==> config.mk <==
export PLATFORM = sky130hd
export DESIGN_NAME = floo_vc_arb_mux
export DESIGN_NICKNAME = d
export VERILOG_FILES = /design/src/rtl/floo_vc_pkg.sv /design/src/rtl/floo_vc_fifo.sv /design/src/rtl/floo_vc_arb_mux.sv
export SDC_FILE = /design/constraint.sdc
export NUM_CORES = 1
export LEC_CHECK = 0
export BUFFER_PORTS_ARGS = -buffer_cell sky130_fd_sc_hd__buf_4
export CORE_UTILIZATION = 58
export DETAILED_ROUTE_END_ITERATION = 6
export PLACE_DENSITY = 0.89
export SLEW_MARGIN = 20
export SYNTH_ARGS = -nofsm -noshare
export SYNTH_HDL_FRONTEND = slang
export SYNTH_SLANG_ARGS = --single-unit
==> constraint.sdc <==
create_clock -name clk_i -period 4.9 [get_ports clk_i]
set_input_delay 0.98 -clock clk_i [delete_from_list [all_inputs] [get_ports clk_i]]
set_output_delay 0.98 -clock clk_i [all_outputs]
set_load 0.05 [all_outputs]
==> src/rtl/floo_vc_pkg.sv <==
// Shared types and the round-robin pick helper for the FlooNoC VC arbitration mux.
package floo_vc_pkg;

    localparam int unsigned MaxVcs = 32;

    typedef logic [4:0] vc_id_t;

    typedef enum logic {
        LockIdle   = 1'b0,
        LockLocked = 1'b1
    } lock_state_e;

    // Lowest requesting index at or above ptr, wrapping at num_vcs; returns ptr when req is empty.
    function automatic vc_id_t rr_next(input vc_id_t ptr, input logic [MaxVcs-1:0] req,
                                       input int unsigned num_vcs);
        vc_id_t      winner;
        logic        found;
        int unsigned idx;
        winner = ptr;
        found  = 1'b0;
        for (int unsigned i = 0; i < MaxVcs; i++) begin
            if (i < num_vcs) begin
                idx = {27'd0, ptr} + i;
                if (idx >= num_vcs) begin
                    idx = idx - num_vcs;
                end
                if (!found && req[idx[4:0]]) begin
                    winner = vc_id_t'(idx);
                    found  = 1'b1;
                end
            end
        end
        return winner;
    endfunction

endpackage

==> src/rtl/floo_vc_fifo.sv <==
// Per-VC flit FIFO holding payload plus last flag, with a registered fill count.
module floo_vc_fifo #(
    parameter int unsigned Depth     = 2,
    parameter type         payload_t = logic [31:0],
    localparam int unsigned PtrWidth  = (Depth > 1) ? $clog2(Depth) : 1,
    localparam int unsigned FillWidth = $clog2(Depth + 1)
) (
    input  logic                 clk_i,
    input  logic                 rst_i,
    input  logic                 push_i,
    input  payload_t             data_i,
    input  logic                 last_i,
    input  logic                 pop_i,
    output payload_t             data_o,
    output logic                 last_o,
    output logic                 full_o,
    output logic                 empty_o,
    output logic [FillWidth-1:0] fill_o
);

    payload_t             mem_data_q [Depth];
    payload_t             mem_data_d [Depth];
    logic [Depth-1:0]     mem_last_q, mem_last_d;
    logic [PtrWidth-1:0]  wr_ptr_q, wr_ptr_d;
    logic [PtrWidth-1:0]  rd_ptr_q, rd_ptr_d;
    logic [FillWidth-1:0] fill_q, fill_d;
    logic                 push_ok, pop_ok;

    function automatic logic [PtrWidth-1:0] ptr_inc(input logic [PtrWidth-1:0] p);
        return (p == PtrWidth'(Depth - 1)) ? '0 : p + PtrWidth'(1);
    endfunction

    assign full_o  = (fill_q == FillWidth'(Depth));
    assign empty_o = (fill_q == '0);
    assign fill_o  = fill_q;
    assign data_o  = mem_data_q[rd_ptr_q];
    assign last_o  = mem_last_q[rd_ptr_q];
    assign push_ok = push_i && !full_o;
    assign pop_ok  = pop_i && !empty_o;

    always_comb begin
        mem_data_d = mem_data_q;
        mem_last_d = mem_last_q;
        wr_ptr_d   = wr_ptr_q;
        rd_ptr_d   = rd_ptr_q;
        fill_d     = fill_q;
        if (push_ok) begin
            mem_data_d[wr_ptr_q] = data_i;
            mem_last_d[wr_ptr_q] = last_i;
            wr_ptr_d             = ptr_inc(wr_ptr_q);
        end
        if (pop_ok) begin
            rd_ptr_d = ptr_inc(rd_ptr_q);
        end
        if (push_ok && !pop_ok) begin
            fill_d = fill_q + FillWidth'(1);
        end else if (!push_ok && pop_ok) begin
            fill_d = fill_q - FillWidth'(1);
        end
    end

    always_ff @(posedge clk_i) begin
        if (rst_i) begin
            for (int unsigned i = 0; i < Depth; i++) begin
                mem_data_q[i] <= '0;
            end
            mem_last_q <= '0;
            wr_ptr_q   <= '0;
            rd_ptr_q   <= '0;
            fill_q     <= '0;
        end else begin
            mem_data_q <= mem_data_d;
            mem_last_q <= mem_last_d;
            wr_ptr_q   <= wr_ptr_d;
            rd_ptr_q   <= rd_ptr_d;
            fill_q     <= fill_d;
        end
    end

endmodule

==> src/rtl/floo_vc_arb_mux.sv <==
// Per-VC FIFOs feeding a round-robin, optionally packet-locked arbiter into a registered output stage.
module floo_vc_arb_mux
    import floo_vc_pkg::*;
#(
    parameter int unsigned NumVirtChannels = 2,
    parameter int unsigned Depth           = 2,
    parameter int unsigned DataWidth       = 32,
    parameter type         payload_t       = logic [DataWidth-1:0],
    parameter bit          LockPacket      = 1'b1,
    localparam int unsigned VcIdWidth      = (NumVirtChannels > 1) ? $clog2(NumVirtChannels) : 1
) (
    input  logic                                 clk_i,
    input  logic                                 rst_i,
    input  payload_t [NumVirtChannels-1:0]       data_i,
    input  logic     [NumVirtChannels-1:0]       last_i,
    input  logic     [NumVirtChannels-1:0]       valid_i,
    output logic     [NumVirtChannels-1:0]       ready_o,
    output payload_t                             data_o,
    output logic                                 last_o,
    output logic     [VcIdWidth-1:0]             vc_id_o,
    output logic                                 valid_o,
    input  logic                                 ready_i
);

    localparam int unsigned FillWidth = $clog2(Depth + 1);

    logic [NumVirtChannels-1:0] fifo_empty, fifo_full, fifo_last, push, pop;
    logic [NumVirtChannels-1:0] req, lock_mask;
    payload_t                   fifo_data [NumVirtChannels];
    logic [FillWidth-1:0]       fifo_fill [NumVirtChannels];
    logic [MaxVcs-1:0]          req_ext;
    vc_id_t                     winner;
    logic                       adv, grant;
    payload_t                   win_data;
    logic                       win_last;
    logic [VcIdWidth-1:0]       win_vc;

    payload_t             data_q, data_d;
    logic                 last_q, last_d;
    logic [VcIdWidth-1:0] vc_q, vc_d;
    logic                 valid_q, valid_d;
    vc_id_t               rr_ptr_q, rr_ptr_d;
    lock_state_e          lock_state_q, lock_state_d;
    vc_id_t               lock_vc_q, lock_vc_d;

    for (genvar v = 0; v < NumVirtChannels; v++) begin : gen_vc
        floo_vc_fifo #(
            .Depth     (Depth),
            .payload_t (payload_t)
        ) i_fifo (
            .clk_i   (clk_i),
            .rst_i   (rst_i),
            .push_i  (push[v]),
            .data_i  (data_i[v]),
            .last_i  (last_i[v]),
            .pop_i   (pop[v]),
            .data_o  (fifo_data[v]),
            .last_o  (fifo_last[v]),
            .full_o  (fifo_full[v]),
            .empty_o (fifo_empty[v]),
            .fill_o  (fifo_fill[v])
        );
        assign ready_o[v]   = (fifo_fill[v] != FillWidth'(Depth));
        assign push[v]      = valid_i[v] && !fifo_full[v];
        assign lock_mask[v] = (lock_vc_q == vc_id_t'(v));
    end

    always_comb begin
        req = ~fifo_empty;
        // While locked only the owning VC may be picked; an empty owner yields a bubble.
        if (LockPacket && (lock_state_q == LockLocked)) begin
            req = req & lock_mask;
        end
        req_ext                        = '0;
        req_ext[NumVirtChannels-1:0]   = req;
        winner                         = rr_next(rr_ptr_q, req_ext, NumVirtChannels);
        adv                            = !valid_q || ready_i;
        grant                          = adv && (|req);

        pop      = '0;
        win_data = '0;
        win_last = 1'b0;
        win_vc   = '0;
        for (int unsigned v = 0; v < NumVirtChannels; v++) begin
            pop[v] = grant && (winner == vc_id_t'(v));
            if (pop[v]) begin
                win_data = fifo_data[v];
                win_last = fifo_last[v];
                win_vc   = VcIdWidth'(v);
            end
        end
    end

    always_comb begin
        data_d       = data_q;
        last_d       = last_q;
        vc_d         = vc_q;
        valid_d      = valid_q;
        rr_ptr_d     = rr_ptr_q;
        lock_state_d = lock_state_q;
        lock_vc_d    = lock_vc_q;
        if (adv) begin
            valid_d = grant;
            if (grant) begin
                data_d = win_data;
                last_d = win_last;
                vc_d   = win_vc;
            end
        end
        if (grant) begin
            rr_ptr_d = (winner == vc_id_t'(NumVirtChannels - 1)) ? '0 : winner + vc_id_t'(1);
        end
        if (LockPacket && grant) begin
            if ((lock_state_q == LockIdle) && !win_last) begin
                lock_state_d = LockLocked;
                lock_vc_d    = winner;
            end else if ((lock_state_q == LockLocked) && win_last) begin
                lock_state_d = LockIdle;
            end
        end
    end

    always_ff @(posedge clk_i) begin
        if (rst_i) begin
            data_q       <= '0;
            last_q       <= 1'b0;
            vc_q         <= '0;
            valid_q      <= 1'b0;
            rr_ptr_q     <= '0;
            lock_state_q <= LockIdle;
            lock_vc_q    <= '0;
        end else begin
            data_q       <= data_d;
            last_q       <= last_d;
            vc_q         <= vc_d;
            valid_q      <= valid_d;
            rr_ptr_q     <= rr_ptr_d;
            lock_state_q <= lock_state_d;
            lock_vc_q    <= lock_vc_d;
        end
    end

    assign data_o  = data_q;
    assign last_o  = last_q;
    assign vc_id_o = vc_q;
    assign valid_o = valid_q;

endmodule

* Word-level counts from Yosys, hierarchy flattened
Cells that the tools add are included.
** Word-level totals
- Logic and storage cells :: 151
- Register bits after elaboration :: 186
- Input port bits :: 71
- Output and inout port bits :: 37
** Operators by class
- $add $sub $neg :: 12
- Reduce and logical (&&, ||, !) cells :: 43
- Bitwise logic cells :: 7
- Muxes and demuxes :: 48
- Order comparisons :: 16
- Equal/unequal tests :: 6
** Operator list (number)
- $mux W32 :: 10
- $bwmux W64 :: 2
- $demux W32 S1 :: 2
- $mux W5 :: 5
- $logic_and A1 B1 Y1 :: 20
- $mux W1 :: 18
- $lt A5 B6 Y1 const B :: 2
- $logic_not A1 Y1 :: 11
- $bmux W1 S5 :: 2
- $eq A5 B1 Y1 const B :: 2
- $logic_not A5 Y1 :: 2
- $mux W2 :: 5
- $sub A5 B2 Y5 const B :: 2
- $ge A2 B2 Y1 const B :: 4
- $lt A1 B2 Y1 const B :: 4
- $not A1 Y2 :: 4
- $add A5 B1 Y6 const B :: 1
- $ge A6 B2 Y1 const B :: 1
- $reduce_and A2 Y1 :: 3
- $reduce_bool A2 Y1 :: 3
- $add A5 B1 Y5 const B :: 1
- $ge A5 B2 Y1 const B :: 1
- $add A1 B1 Y1 const B :: 4
- $add A2 B1 Y2 const B :: 2
- other kinds (13) :: 21

* Longest topological paths before layout
Gate-level depths: netlist of the first run.
- Depth after elaboration :: 18
- Depth in mapped cells :: 19
- Mapped depth without buffers :: 17

* Cells and area by module
A second synthesis of the first run with hierarchy kept.
** Unflattened totals
- Cell total of the unflattened synthesis :: 983
- Area, all modules :: 9112.5 um^2
** By module, submodules not included
- floo_vc_fifo :: instances 2, cells an instance 350, area each 3319.4 um^2, sequential area each 1401.3 um^2
- floo_vc_arb_mux :: instances 1, cells an instance 283, area each 2473.6 um^2, sequential area each 920.9 um^2

* Worst setup path after synthesis of the first run
OpenSTA, ideal clock, no wires.
- Kind :: reg-to-reg
- Start point :: register rr_ptr_q[0]
- End point :: register lock_vc_q[0]
- Clock period less this slack :: 3.728 ns
- Setup slack :: 1.172 ns
- Arrival time :: 3.637 ns
- Stages on the path, launching flop included :: 19
- Setup time :: 0.091 ns
- Data required time :: 4.809 ns
- Path buffers :: 2
- Cell sequence :: dfxtp_1 inv_1 ha_1 inv_1 o41ai_1 o22ai_1 or3_1 buf_6 o21ai_2 nand2_1 ha_1 clkbuf_1 nor3b_1 a21oi_1 nor2_1 o21ai_0 ha_1 and3_1 a311oi_1
** On the way
- Cells in the longest elaborated chain, start to end :: 15
- Elaborated cells between the ends (all ways) :: 25
- Classes of those cells :: add/sub (3); order compare (2); eq/ne (1); mux (11); reduce/logical (8)
** RTL lines
- start, declared :: RTL line floo_vc_arb_mux.sv:42 : vc_id_t rr_ptr_q, rr_ptr_d;
- start signal, assigned :: RTL line floo_vc_arb_mux.sv:137 : rr_ptr_q <= rr_ptr_d;
- branches (longest 7 deep; another with $add A5 B1 Y6)
- $mux W5 (*) :: RTL line floo_vc_pkg.sv:27 : if (!found && req[idx[4:0]]) begin
- via winner[0] :: RTL line floo_vc_arb_mux.sv:32 : vc_id_t winner;
- $logic_not A5 Y1 :: RTL line floo_vc_arb_mux.sv:85 : pop[v] = grant && (winner == vc_id_t'(v));
- $logic_and A1 B1 Y1 :: RTL line floo_vc_arb_mux.sv:85
- $mux W1 (2 in a row) :: RTL line floo_vc_arb_mux.sv:86 : if (pop[v]) begin
- $logic_not A1 Y1 :: RTL line floo_vc_arb_mux.sv:114 : if ((lock_state_q == LockIdle) && !win_last) begin
- $logic_and A1 B1 Y1 :: RTL line floo_vc_arb_mux.sv:114
- $reduce_and A2 Y1 (no line)
- end signal, assigned :: RTL line floo_vc_arb_mux.sv:139 : lock_vc_q <= lock_vc_d;
- end, declared :: RTL line floo_vc_arb_mux.sv:44 : vc_id_t lock_vc_q, lock_vc_d;
Mark *: on every way through the listed nets, which the timed path passes. The select of a mux whose other input is x is not followed.
A chain may end at the register's enable or synchronous reset.

* Worst setup path after layout of the first run
- Start point :: register rr_ptr_q[0]
- End point :: register gen_vc[1].i_fifo.fill_q[1]
** On the way
- Cells in the longest elaborated chain, start to end :: 14
- Elaborated cells between the ends (all ways) :: 24
- Classes of those cells :: add/sub (3); order compare (2); eq/ne (1); mux (10); reduce/logical (8)
** RTL lines
- branches (longest 7 deep; another with $add A5 B1 Y6)
- $mux W5 (*) :: RTL line floo_vc_pkg.sv:27
- $eq A5 B1 Y1 (*) :: RTL line floo_vc_arb_mux.sv:85
- $logic_and A1 B1 Y1 (*) :: RTL line floo_vc_arb_mux.sv:85
- $logic_and A1 B1 Y1 (*) :: RTL line floo_vc_fifo.sv:39 : assign pop_ok = pop_i && !empty_o;
- $logic_not A1 Y1 :: RTL line floo_vc_fifo.sv:55 : if (push_ok && !pop_ok) begin
- $logic_and A1 B1 Y1 :: RTL line floo_vc_fifo.sv:55
- $mux W2 or $reduce_bool A2 Y1 (tied branches)
- end signal, assigned :: RTL line floo_vc_fifo.sv:76 : fill_q <= fill_d;
- end, declared :: RTL line floo_vc_fifo.sv:26 : logic [FillWidth-1:0] fill_q, fill_d;
Mark *: on every way between the ends. The select of a mux whose other input is x is not followed.

==> qor.txt, run 1 <==
=====================================================================================
Post-synthesis cell type with the largest combined area ................ sky130_fd_sc_hd__dfxtp_1
Post-synthesis cell count ..............................................         1034
Distinct cell type count of the synthesized netlist ....................           55
Share of the yosys chip area belonging to registers ....................        44.3%
Static Leak ............................................................      3.73 nW
Synthesized cell area ..................................................    8410 um^2
Synth async-reset ratio ................................................           0%
TritonCTS clock tree ...................................................        built
Final count of pins violating max slew .................................            0
Number of warnings printed during yosys synthesis ......................            0
NetSw ..................................................................      2.44 mW
Core Region ............................................................   14000 um^2
Final count of negative-setup-slack endpoints ..........................            0
FF+latch count, synth ..................................................          186
Worst Tran Pin Value ...................................................       796 ps
Post-CTS setup-driven buffer insertion count ...........................            0
Detail Placement HPWL ..................................................      14.2 mm
Iteration count of the initial detailed-routing pass ...................            7
Data arrival, critical path ............................................      4520 ps
Maximum root-to-sink buffer count ......................................            2
Row cnt ................................................................           43
Cells taking the most area after synthesis ............................. sky130_fd_sc_hd__dfxtp_1 (44%), sky130_fd_sc_hd__nand2_1 (14%), sky130_fd_sc_hd__mux2_2 (9.0%), sky130_fd_sc_hd__a21oi_1 (8.8%), sky130_fd_sc_hd__o2111ai_1 (3.3%)
Number of antenna violations at the first check in global routing ......            0
Post-cts gate resize count .............................................            0
Max_cap viols ..........................................................            0
Clk Latency, worst-skew pair ...........................................       440 ps
Failing checks .........................................................          DRC
Number of remaining DRC errors .........................................            1
Share of power burned in combinational logic ...........................        42.0%
Sw Share ...............................................................        42.0%
Initial core utilization ...............................................        59.9%
Total via count after detailed routing .................................         7719
Count of clock tree sinks ..............................................          186
Fraction of final layout cells sized beyond drive strength 1 ...........        21.8%
Post-layout min period .................................................      4160 ps
EDFF count, synth ......................................................            0
Internal power summed over all cells ...................................      3.37 mW
Clock-pin slew of the registers on the worst-case setup and hold paths .        70 ps
Filler Cells Inserted ..................................................         1037
# hold bufs at CTS .....................................................            0
Mean number of vias per cell ...........................................         6.02
Post-Synthesis Net Count ...............................................         1117
Final weighted congestion in routability-driven placement ..............        0.886
Average routed wire per standard cell ..................................      17.3 um
Global-route wire length before repair .................................      35.2 mm
Gr usage total .........................................................        30.0%
Final period utilization ...............................................        84.9%
1st-iter DRT viols .....................................................          717
Non-Filler Instances ...................................................         1283
Mean Syn Cell Area .....................................................    8.14 um^2
Type of destination of the critical path ...............................     register
Area share of the leading cell type in the synthesized netlist .........        44.3%
Die extent in x ........................................................       122 um
Grt ovf ................................................................            0
Relative slew slack ....................................................        46.6%
DIE HEIGHT .............................................................       122 um
Clk network pwr share ..................................................        25.1%
Boundary Pins ..........................................................          108
Worst hold path class .................................................. register to register
Clock root cell ........................................................ sky130_fd_sc_hd__clkbuf_16
Critical path type ..................................................... register to register
Via count of the first global-routing pass .............................         7208
Pin count of the biggest net entering global routing ...................           72
Setup repair after global routing missed its margin ....................        false
Worst-case clock skew ..................................................      9.57 ps
Total placed cells including tap cells .................................         1251
Result of the run ...................................................... finished, violations left
Setup tns final ........................................................         0 ps
Total Wirelength .......................................................      22.1 mm
Total number of nets in the final design ...............................         1173
CTS H-tree lvls ........................................................            4
WP data required .......................................................      5260 ps
Crit-path max FO .......................................................           15
Antenna-violating nets left ............................................            0
Hold Vio Cnt, Final ....................................................            0
Commonest register cell after synthesis ................................ sky130_fd_sc_hd__dfxtp_1
Area of the die ........................................................   15000 um^2
Pwr/cell area ..........................................................  590 nW/um^2
Reg power frac .........................................................        32.8%
Summed area of non-filler cells in the final layout ....................    9860 um^2
Worst vdd ir ...........................................................     0.370 mV
Placed instance area ...................................................    9230 um^2
F_max ..................................................................      240 MHz
Critical Path Source Type ..............................................     register
Number of antenna cells inserted .......................................            0
Area added between synthesis and finish ................................        17.2%
CTS buffer count .......................................................           17
Number of buffer cells added on primary ports ..........................          107
=====================================================================================
==> metal layers <==
metal	up-vias	wire, um	GRT usage (%)
li1	3690	-	-
met1	3637	9000	37.0
met2	327	11000	50.7
met3	63	1320	5.95
met4	2	765	13.3
met5	-	59	0
==> synthesized netlist by cell type (11+ instances only) <==
master and number:
sky130_fd_sc_hd__a21oi_1 148, sky130_fd_sc_hd__nand2_1 313, sky130_fd_sc_hd__o21ai_1 26, sky130_fd_sc_hd__o21ai_0 15, sky130_fd_sc_hd__dfxtp_1 186, sky130_fd_sc_hd__clkbuf_1 74, sky130_fd_sc_hd__nor2_1 15, sky130_fd_sc_hd__mux2_2 67
sky130_fd_sc_hd__inv_1 11, sky130_fd_sc_hd__ha_1 12, sky130_fd_sc_hd__a31oi_1 33, sky130_fd_sc_hd__o2111ai_1 32
==> logic make-up after synthesis <==
| logic type | Yosys count | share of synthesized area, % |
|---|---|---|
| AND/OR/NAND/NOR | 383 | 19.2 |
| AO/OA/AOI/OAI | 278 | 19.9 |
| flip-flops | 186 | 44.3 |
| buffers and inverters | 100 | 5.07 |
| multiplexers | 68 | 9.09 |
| adder cells (fa/ha/maj) | 12 | 1.78 |
| XOR/XNOR | 7 | 0.729 |
==> worst paths after layout <==
kind              slack [ps]                       startpoint                              end  cells after the start
setup / recovery         740                      rr_ptr_q[0]       gen_vc[1].i_fifo.fill_o[1]                     16
hold reg to reg          450  gen_vc[0].i_fifo.mem_data_q[54]  gen_vc[0].i_fifo.mem_data_q[54]                      2
hold / removal           450  gen_vc[0].i_fifo.mem_data_q[54]  gen_vc[0].i_fifo.mem_data_q[54]                      2
setup reg to reg         740                      rr_ptr_q[0]       gen_vc[1].i_fifo.fill_o[1]                     16
==> layout by cell type, fill, tap and decap left out, types with 4 or more instances in the layout <==
cell type	n
sky130_fd_sc_hd__nand2_1	313
sky130_fd_sc_hd__a31oi_1	33
sky130_fd_sc_hd__inv_1	11
sky130_fd_sc_hd__clkbuf_16	17
sky130_fd_sc_hd__o21ai_1	26
sky130_fd_sc_hd__mux2_2	67
sky130_fd_sc_hd__and3_1	6
sky130_fd_sc_hd__nor3_1	5
sky130_fd_sc_hd__buf_4	126
sky130_fd_sc_hd__dfxtp_1	186
sky130_fd_sc_hd__o2111ai_1	32
sky130_fd_sc_hd__ha_1	12
sky130_fd_sc_hd__nor3b_1	4
sky130_fd_sc_hd__xor2_1	6
sky130_fd_sc_hd__nand3_1	8
sky130_fd_sc_hd__a21oi_1	148
sky130_fd_sc_hd__nor2_1	13
sky130_fd_sc_hd__o21ai_0	15
==> cell type report <==
cell class,instances,area (um^2),area share (%)
well taps,180,225,2.28
flip-flops and latches,186,3720,37.8
multi-input cells,748,4290,43.5
clock buffers,21,470,4.77
inverters,11,41.3,0.419
repair buffers,126,946,9.59
clock inverters,11,161,1.64
==> state kept, by name, indices dropped and copies added, names as in the netlist, 2 cells and up <==
name                      flops
gen_vc.i_fifo.mem_last_q      4
gen_vc.i_fifo.fill_o          4
rr_ptr_q                      5
gen_vc.i_fifo.rd_ptr_q        2
gen_vc.i_fifo.mem_data_q    128
lock_vc_q                     5
data_o                       32
gen_vc.i_fifo.wr_ptr_q        2
==> critical path: stages (launching register included) <==
cell                      delay (ps)
sky130_fd_sc_hd__dfxtp_1         310
sky130_fd_sc_hd__buf_4           190
sky130_fd_sc_hd__ha_1            280
sky130_fd_sc_hd__xnor2_1         160
sky130_fd_sc_hd__ha_1            230
sky130_fd_sc_hd__o41ai_1          70
sky130_fd_sc_hd__o22ai_1         250
sky130_fd_sc_hd__or3_1           590
sky130_fd_sc_hd__nand3_1         240
sky130_fd_sc_hd__ha_1            340
sky130_fd_sc_hd__nor3b_1         290
sky130_fd_sc_hd__o21a_1          210
sky130_fd_sc_hd__inv_1            70
sky130_fd_sc_hd__ha_1            230
sky130_fd_sc_hd__xor2_1          170
sky130_fd_sc_hd__or3_1           330
sky130_fd_sc_hd__a21oi_1         140
==> power by group through the flow <==
| stage | Clock [mW] | Combinational, mW | Sequential, mW |
|---|---|---|---|
| 3_3_place_gp | 0 | 2.34 | 1.92 |
| 2_1_floorplan | 0 | 1.64 | 2.11 |
| 4_1_cts | 1.47 | 2.40 | 1.90 |
| 3_5_place_dp | 0 | 2.38 | 1.93 |
| 6_report | 1.46 | 2.44 | 1.91 |
| 5_1_grt | 1.54 | 2.62 | 1.93 |
==> per-stage QoR <==
| stage | setup WS (ps) | total power [mW] | hold WS [ps] | util [%] |
|---|---|---|---|---|
| floorplan | 1170 | 3.75 | 433 | - |
| global placement | 923 | 4.26 | 438 | 65.7 |
| detailed placement | 874 | 4.31 | 445 | 65.7 |
| CTS | 825 | 5.77 | 454 | 70.2 |
| global route | 516 | 6.08 | 465 | 70.2 |
| finish | 740 | 5.82 | 452 | 70.2 |
Power figures use the tool's default switching activity.
==> run 2, diff against run 1 <==
- clock period: 4.9 -> 4.14 ns (I/O delays scaled with it)
==> run 2 against run 1 <==
Against the previous run:
- the run now ends clean
- non-clock buffer count up 7
- final cell count grew 0.55%
- highest routed layer is now met4
- power grew 18%
- sequential share of layout area is 0.051 points lower
- global-route usage about the same
- routed wire length is 0.38% higher
- flip-flop and latch count unchanged
- critical path depth is 2 higher
- sequential power is 18% higher
- largest power group unchanged
- clock skew shrank 2.3 ps
- register-to-register slack got worse by 420 ps
==> qor.txt, run 2 (synthesis results as in run 1) <==
=====================================================================================
Pin count of the biggest net entering global routing ...................           86
Clock-pin slew of the registers on the worst-case setup and hold paths .        70 ps
CTS buffer count .......................................................           17
Leading cell type in the layout, fill and taps excluded ................ sky130_fd_sc_hd__nand2_1
Number of antenna violations at the first check in global routing ......            0
Max reg flops ..........................................................          128
Worst hold path class .................................................. register to register
Area added between synthesis and finish ................................        17.4%
Total design power .....................................................      6.83 mW
Type of destination of the critical path ...............................     register
Number of buffer cells added on primary ports ..........................          107
Global-route wire length before repair .................................      34.9 mm
Final period utilization ...............................................        92.3%
Total number of nets in the final design ...............................         1180
Final count of negative-setup-slack endpoints ..........................            0
Die extent in x ........................................................       122 um
Clk Latency, worst-skew pair ...........................................       440 ps
Worst Tran Pin Value ...................................................       783 ps
Mean number of vias per cell ...........................................         6.10
TritonCTS clock tree ...................................................        built
Core Region ............................................................   14000 um^2
Static Leak ............................................................      3.73 nW
Placed instance area ...................................................    9280 um^2
Via count of the first global-routing pass .............................         7222
Final count of pins violating max slew .................................            0
Summed area of non-filler cells in the final layout ....................    9880 um^2
Average routed wire per standard cell ..................................      17.2 um
Total Wirelength .......................................................      22.2 mm
Setup repair after global routing missed its margin ....................        false
Hold Vio Cnt, Final ....................................................            0
WP data required .......................................................      4490 ps
Result of the run ......................................................    completed
Critical path type ..................................................... register to register
Worst slack at placement ...............................................       113 ps
Relative slew slack ....................................................        47.7%
Final critical-path setup slack ........................................       318 ps
Iteration count of the initial detailed-routing pass ...................            6
Setup tns final ........................................................         0 ps
Initial core utilization ...............................................        59.9%
Post-layout min period .................................................      3820 ps
Worst-case clock skew ..................................................      7.31 ps
Most frequent cells in the layout ...................................... sky130_fd_sc_hd__nand2_1 (313), sky130_fd_sc_hd__dfxtp_1 (184), sky130_fd_sc_hd__a21oi_1 (148), sky130_fd_sc_hd__buf_4 (131), sky130_fd_sc_hd__mux2_2 (67)
Fraction of final layout cells sized beyond drive strength 1 ...........        23.0%
Total placed cells including tap cells .................................         1256
CTS H-tree lvls ........................................................            4
Boundary Pins ..........................................................          108
Maximum root-to-sink buffer count ......................................            2
Final Util .............................................................        70.4%
Clock root cell ........................................................ sky130_fd_sc_hd__clkbuf_16
Row cnt ................................................................           43
1st-iter DRT viols .....................................................          685
Antenna-violating nets left ............................................            0
Detail Placement HPWL ..................................................      14.3 mm
F_max ..................................................................      262 MHz
Pwr/cell area ..........................................................  692 nW/um^2
Final hold slack .......................................................       452 ps
Register with the highest flop count ................................... gen_vc.i_fifo.mem_data_q
Max_cap viols ..........................................................            0
Total via count after detailed routing .................................         7867
Non-Filler Instances ...................................................         1290
Count of clock tree sinks ..............................................          186
Gr usage total .........................................................        30.0%
Number of remaining DRC errors .........................................            0
DIE HEIGHT .............................................................       122 um
Final weighted congestion in routability-driven placement ..............        0.928
Worst vdd ir ...........................................................     0.398 mV
Data arrival, critical path ............................................      4170 ps
Number of antenna cells inserted .......................................            0
Grt ovf ................................................................            0
Area of the die ........................................................   15000 um^2
Crit-path max FO .......................................................            5
Critical Path Source Type ..............................................     register
=====================================================================================
[run 2: where the power goes]
part           leakage [nW]  internal [mW]  switching [mW]  total, mW
Sequential             1.52           2.05           0.194       2.25
Clock                 0.263          0.802           0.713       1.52
Combinational          1.95           1.05            2.02       3.07
Total                  3.73           3.90            2.93       6.83
[run 2: critical path: stages, from the launching register on]
cell,delay [ps]
sky130_fd_sc_hd__dfxtp_1,370
sky130_fd_sc_hd__inv_1,110
sky130_fd_sc_hd__ha_1,350
sky130_fd_sc_hd__inv_1,90
sky130_fd_sc_hd__o41ai_2,300
sky130_fd_sc_hd__o22ai_1,160
sky130_fd_sc_hd__buf_4,180
sky130_fd_sc_hd__nor3_4,220
sky130_fd_sc_hd__nand3_1,150
sky130_fd_sc_hd__and2_1,190
sky130_fd_sc_hd__ha_1,230
sky130_fd_sc_hd__nor3b_1,160
sky130_fd_sc_hd__a21oi_1,190
sky130_fd_sc_hd__nor2_1,60
sky130_fd_sc_hd__o21ai_0,160
sky130_fd_sc_hd__ha_1,270
sky130_fd_sc_hd__and3_1,260
sky130_fd_sc_hd__nor2_1,60
sky130_fd_sc_hd__a311oi_1,240
[run 2: routing by layer]
metal,up-vias,share of wire (%),track usage [%]
li1,3721,-,-
met1,3713,39,36.2
met2,351,50,49.8
met3,82,6.3,5.72
met4,0,4.5,17.8
met5,-,0,0
[run 2: area by class of cell]
class	instances	area (um^2)
Multi-Input combinational cell	748	4320
Fill cell	1039	4160
Sequential cell	186	3730
Timing Repair Buffer	133	1020
Clock buffer	19	453
Tap cell	180	225
Clock inverter	13	96.3
Inverter	11	41.3
[run 2: path summary, 6_finish.rpt]
kind	startpoint	endpoint	slack (ps)	depth (start not counted)
max	rr_ptr_q[0]	lock_vc_q[0]	320	18
min	gen_vc[1].i_fifo.mem_data_q[18]	gen_vc[1].i_fifo.mem_data_q[18]	450	2
min reg2reg	gen_vc[1].i_fifo.mem_data_q[18]	gen_vc[1].i_fifo.mem_data_q[18]	450	2
max reg2reg	rr_ptr_q[0]	lock_vc_q[0]	320	18
[run 2: what timing repair did]
action                     4_1_cts  5_1_grt
setup endpoints to repair        0       32
gates resized for setup          0       11
hold buffers                     0        0
buffers inserted                 0        2
==> run 3, diff against run 2 <==
- CORE_ASPECT_RATIO: not set -> 1.1
- CTS_BUF_LIST: not set -> sky130_fd_sc_hd__clkbuf_16
==> run 3 against run 2 <==
Against the previous run:
- utilization up 0.75 points
- global-route usage up 1.2 points
- sequential share of layout area down 0.21 points
- count of clock-buffer cells in the layout down 2
- highest routed layer unchanged
==> qor.txt, run 3 (synthesis results as in run 1) <==
=====================================================================================
Result of the run ......................................................    completed
Total Wirelength .......................................................      22.6 mm
Crit-path max FO .......................................................           32
Via count of the first global-routing pass .............................         7313
Pwr/cell area ..........................................................  703 nW/um^2
Global-route wire length before repair .................................      35.9 mm
Worst reg2reg path startpoint ..........................................  rr_ptr_q[1]
Count of clock tree sinks ..............................................          186
Boundary Pins ..........................................................          108
Number of remaining DRC errors .........................................            0
CTS H-tree lvls ........................................................            4
Most frequent cells in the layout ...................................... sky130_fd_sc_hd__nand2_1 (313), sky130_fd_sc_hd__dfxtp_1 (186), sky130_fd_sc_hd__a21oi_1 (148), sky130_fd_sc_hd__buf_4 (131), sky130_fd_sc_hd__mux2_2 (67)
Most numerous cell on the critical path ................................ sky130_fd_sc_hd__ha_1
Clock root cell ........................................................ sky130_fd_sc_hd__clkbuf_16
DIE HEIGHT .............................................................       128 um
Iteration count of the initial detailed-routing pass ...................            7
Clk Latency, worst-skew pair ...........................................       440 ps
Worst hold path class .................................................. register to register
Worst Reg-to-Reg Cells .................................................           13
Total number of nets in the final design ...............................         1180
Area added between synthesis and finish ................................        18.0%
Number of buffer cells added on primary ports ..........................          107
Antenna-violating nets left ............................................            0
Core Region ............................................................   14000 um^2
Final weighted congestion in routability-driven placement ..............        0.922
Number of antenna cells inserted .......................................            0
Number of antenna violations at the first check in global routing ......            0
Startpoint of the worst setup timing path ..............................  rr_ptr_q[1]
Met2 Use GR ............................................................        52.2%
Area of the die ........................................................   15000 um^2
Slowest Stage Delay on Critical Path ...................................       510 ps
Final hold slack .......................................................       451 ps
Non-Filler Instances ...................................................         1298
Critical R2R Capture ...................................................   data_o[30]
Final count of pins violating max slew .................................            0
Max_cap viols ..........................................................            0
TritonCTS clock tree ...................................................        built
Setup tns final ........................................................         0 ps
Initial core utilization ...............................................        60.3%
Maximum root-to-sink buffer count ......................................            2
Grt ovf ................................................................            0
Total placed cells including tap cells .................................         1266
F_max ..................................................................      259 MHz
Worst-case clock skew ..................................................      8.17 ps
Relative slew slack ....................................................        45.6%
Most Crowded Layer GR ..................................................         met2
1st-iter DRT viols .....................................................          706
Data arrival, critical path ............................................      4220 ps
Pin count of the biggest net entering global routing ...................          101
Total design power .....................................................      6.98 mW
Type of destination of the critical path ...............................     register
Leading cell type in the layout, fill and taps excluded ................ sky130_fd_sc_hd__nand2_1
Setup slack, reg-to-reg ................................................       280 ps
Slowest cell on crit path .............................................. sky130_fd_sc_hd__dfxtp_1
Setup repair after global routing missed its margin ....................        false
Clock-pin slew of the registers on the worst-case setup and hold paths .        70 ps
Row cnt ................................................................           45
Static Leak ............................................................      3.76 nW
Max reg flops ..........................................................          128
Critical Path Source Type ..............................................     register
Fraction of final layout cells sized beyond drive strength 1 ...........        22.2%
Worst vdd ir ...........................................................     0.472 mV
Met3 capacity usage during global routing ..............................        5.91%
CTS buffer count .......................................................           17
Post-CTS setup-driven buffer insertion count ...........................            0
End point of the critical path .........................................   data_o[30]
WP data required .......................................................      4490 ps
Gr usage total .........................................................        31.2%
Post-cts gate resize count .............................................            0
Final count of negative-setup-slack endpoints ..........................            0
Cell-by-cell trace of the critical path ................................ ha_1, xnor2_1, ha_1, a32o_1, a31oi_1, or3_1, nand3_1, ha_1, nand4b_1, nor4_4, buf_4, o21ai_0, a31oi_1
# hold bufs at CTS .....................................................            0
Hold Vio Cnt, Final ....................................................            0
Worst Tran Pin Value ...................................................       811 ps
Mean number of vias per cell ...........................................         5.99
Total via count after detailed routing .................................         7775
Met1 track utilization from global routing .............................        38.3%
Detail Placement HPWL ..................................................      14.9 mm
Post-layout min period .................................................      3860 ps
Register with the highest flop count ................................... gen_vc.i_fifo.mem_data_q
Critical path type ..................................................... register to register
Final period utilization ...............................................        93.3%
Average routed wire per standard cell ..................................      17.4 um
Die extent in x ........................................................       117 um
=====================================================================================
-- run 3: changes by cell type in the layout (fill, tap and decap cells not counted), sizes merged --
cell      delta
bufinv       +4
clkbuf       -2
clkinvlp     -2
-- run 3: layout make-up --
type	count	area, um^2
Multi-Input combinational cell	748	4290
Tap cell	188	235
Sequential cell	186	3720
Clock buffer	17	425
Clock inverter	15	198
Fill cell	1095	4030
Inverter	11	41.3
Timing Repair Buffer	133	1010
-- run 3: worst min path at each step --
stage / start / end / slack, ps / cells after the start
after floorplan: gen_vc[0].i_fifo.mem_data_q[0] / gen_vc[0].i_fifo.mem_data_q[0] / 430 / 2
after global placement: gen_vc[1].i_fifo.mem_data_q[9] / gen_vc[1].i_fifo.mem_data_q[9] / 440 / 2
after detailed placement: gen_vc[1].i_fifo.mem_data_q[45] / gen_vc[1].i_fifo.mem_data_q[45] / 440 / 2
after CTS: gen_vc[1].i_fifo.mem_data_q[45] / gen_vc[1].i_fifo.mem_data_q[45] / 450 / 2
after global routing: gen_vc[1].i_fifo.mem_data_q[10] / gen_vc[1].i_fifo.mem_data_q[10] / 470 / 2
final: gen_vc[1].i_fifo.mem_data_q[56] / gen_vc[1].i_fifo.mem_data_q[56] / 450 / 2
-- run 3: worst max-delay path, delay by kind of cell (launching register included) --
family	cells	cell delay, ps
and+or+nand+nor	4	1080
DFF	1	510
buffers and inverters	1	350
adders and majority gates	3	890
AOI/OAI and AO/OA	4	760
xor gates and xnor gates	1	180
-- run 3: report_power, final --
group,switching (mW),internal [mW]
registers,0.205,2.05
clock network,0.714,1.01
logic,2.01,0.990
-- run 3: routing by layer --
| layer | vias to the layer above | wire [um] |
|---|---|---|
| met2 | 344 | 11300 |
| met5 | - | 0 |
| met1 | 3646 | 8940 |
| met4 | 0 | 913 |
| li1 | 3716 | - |
| met3 | 69 | 1510 |
-- run 3: stage by stage --
| step | util, % | instance area, um^2 | setup slack (ps) |
|---|---|---|---|
| 2_1_floorplan | - | 8410 | 412 |
| 3_5_place_dp | 66.6 | 9300 | 392 |
| 4_1_cts | 71.1 | 9930 | 300 |
| 6_report | 71.1 | 9930 | 279 |
| 3_3_place_gp | 66.6 | 9300 | 496 |
| 5_1_grt | 71.1 | 9930 | 1.46 |
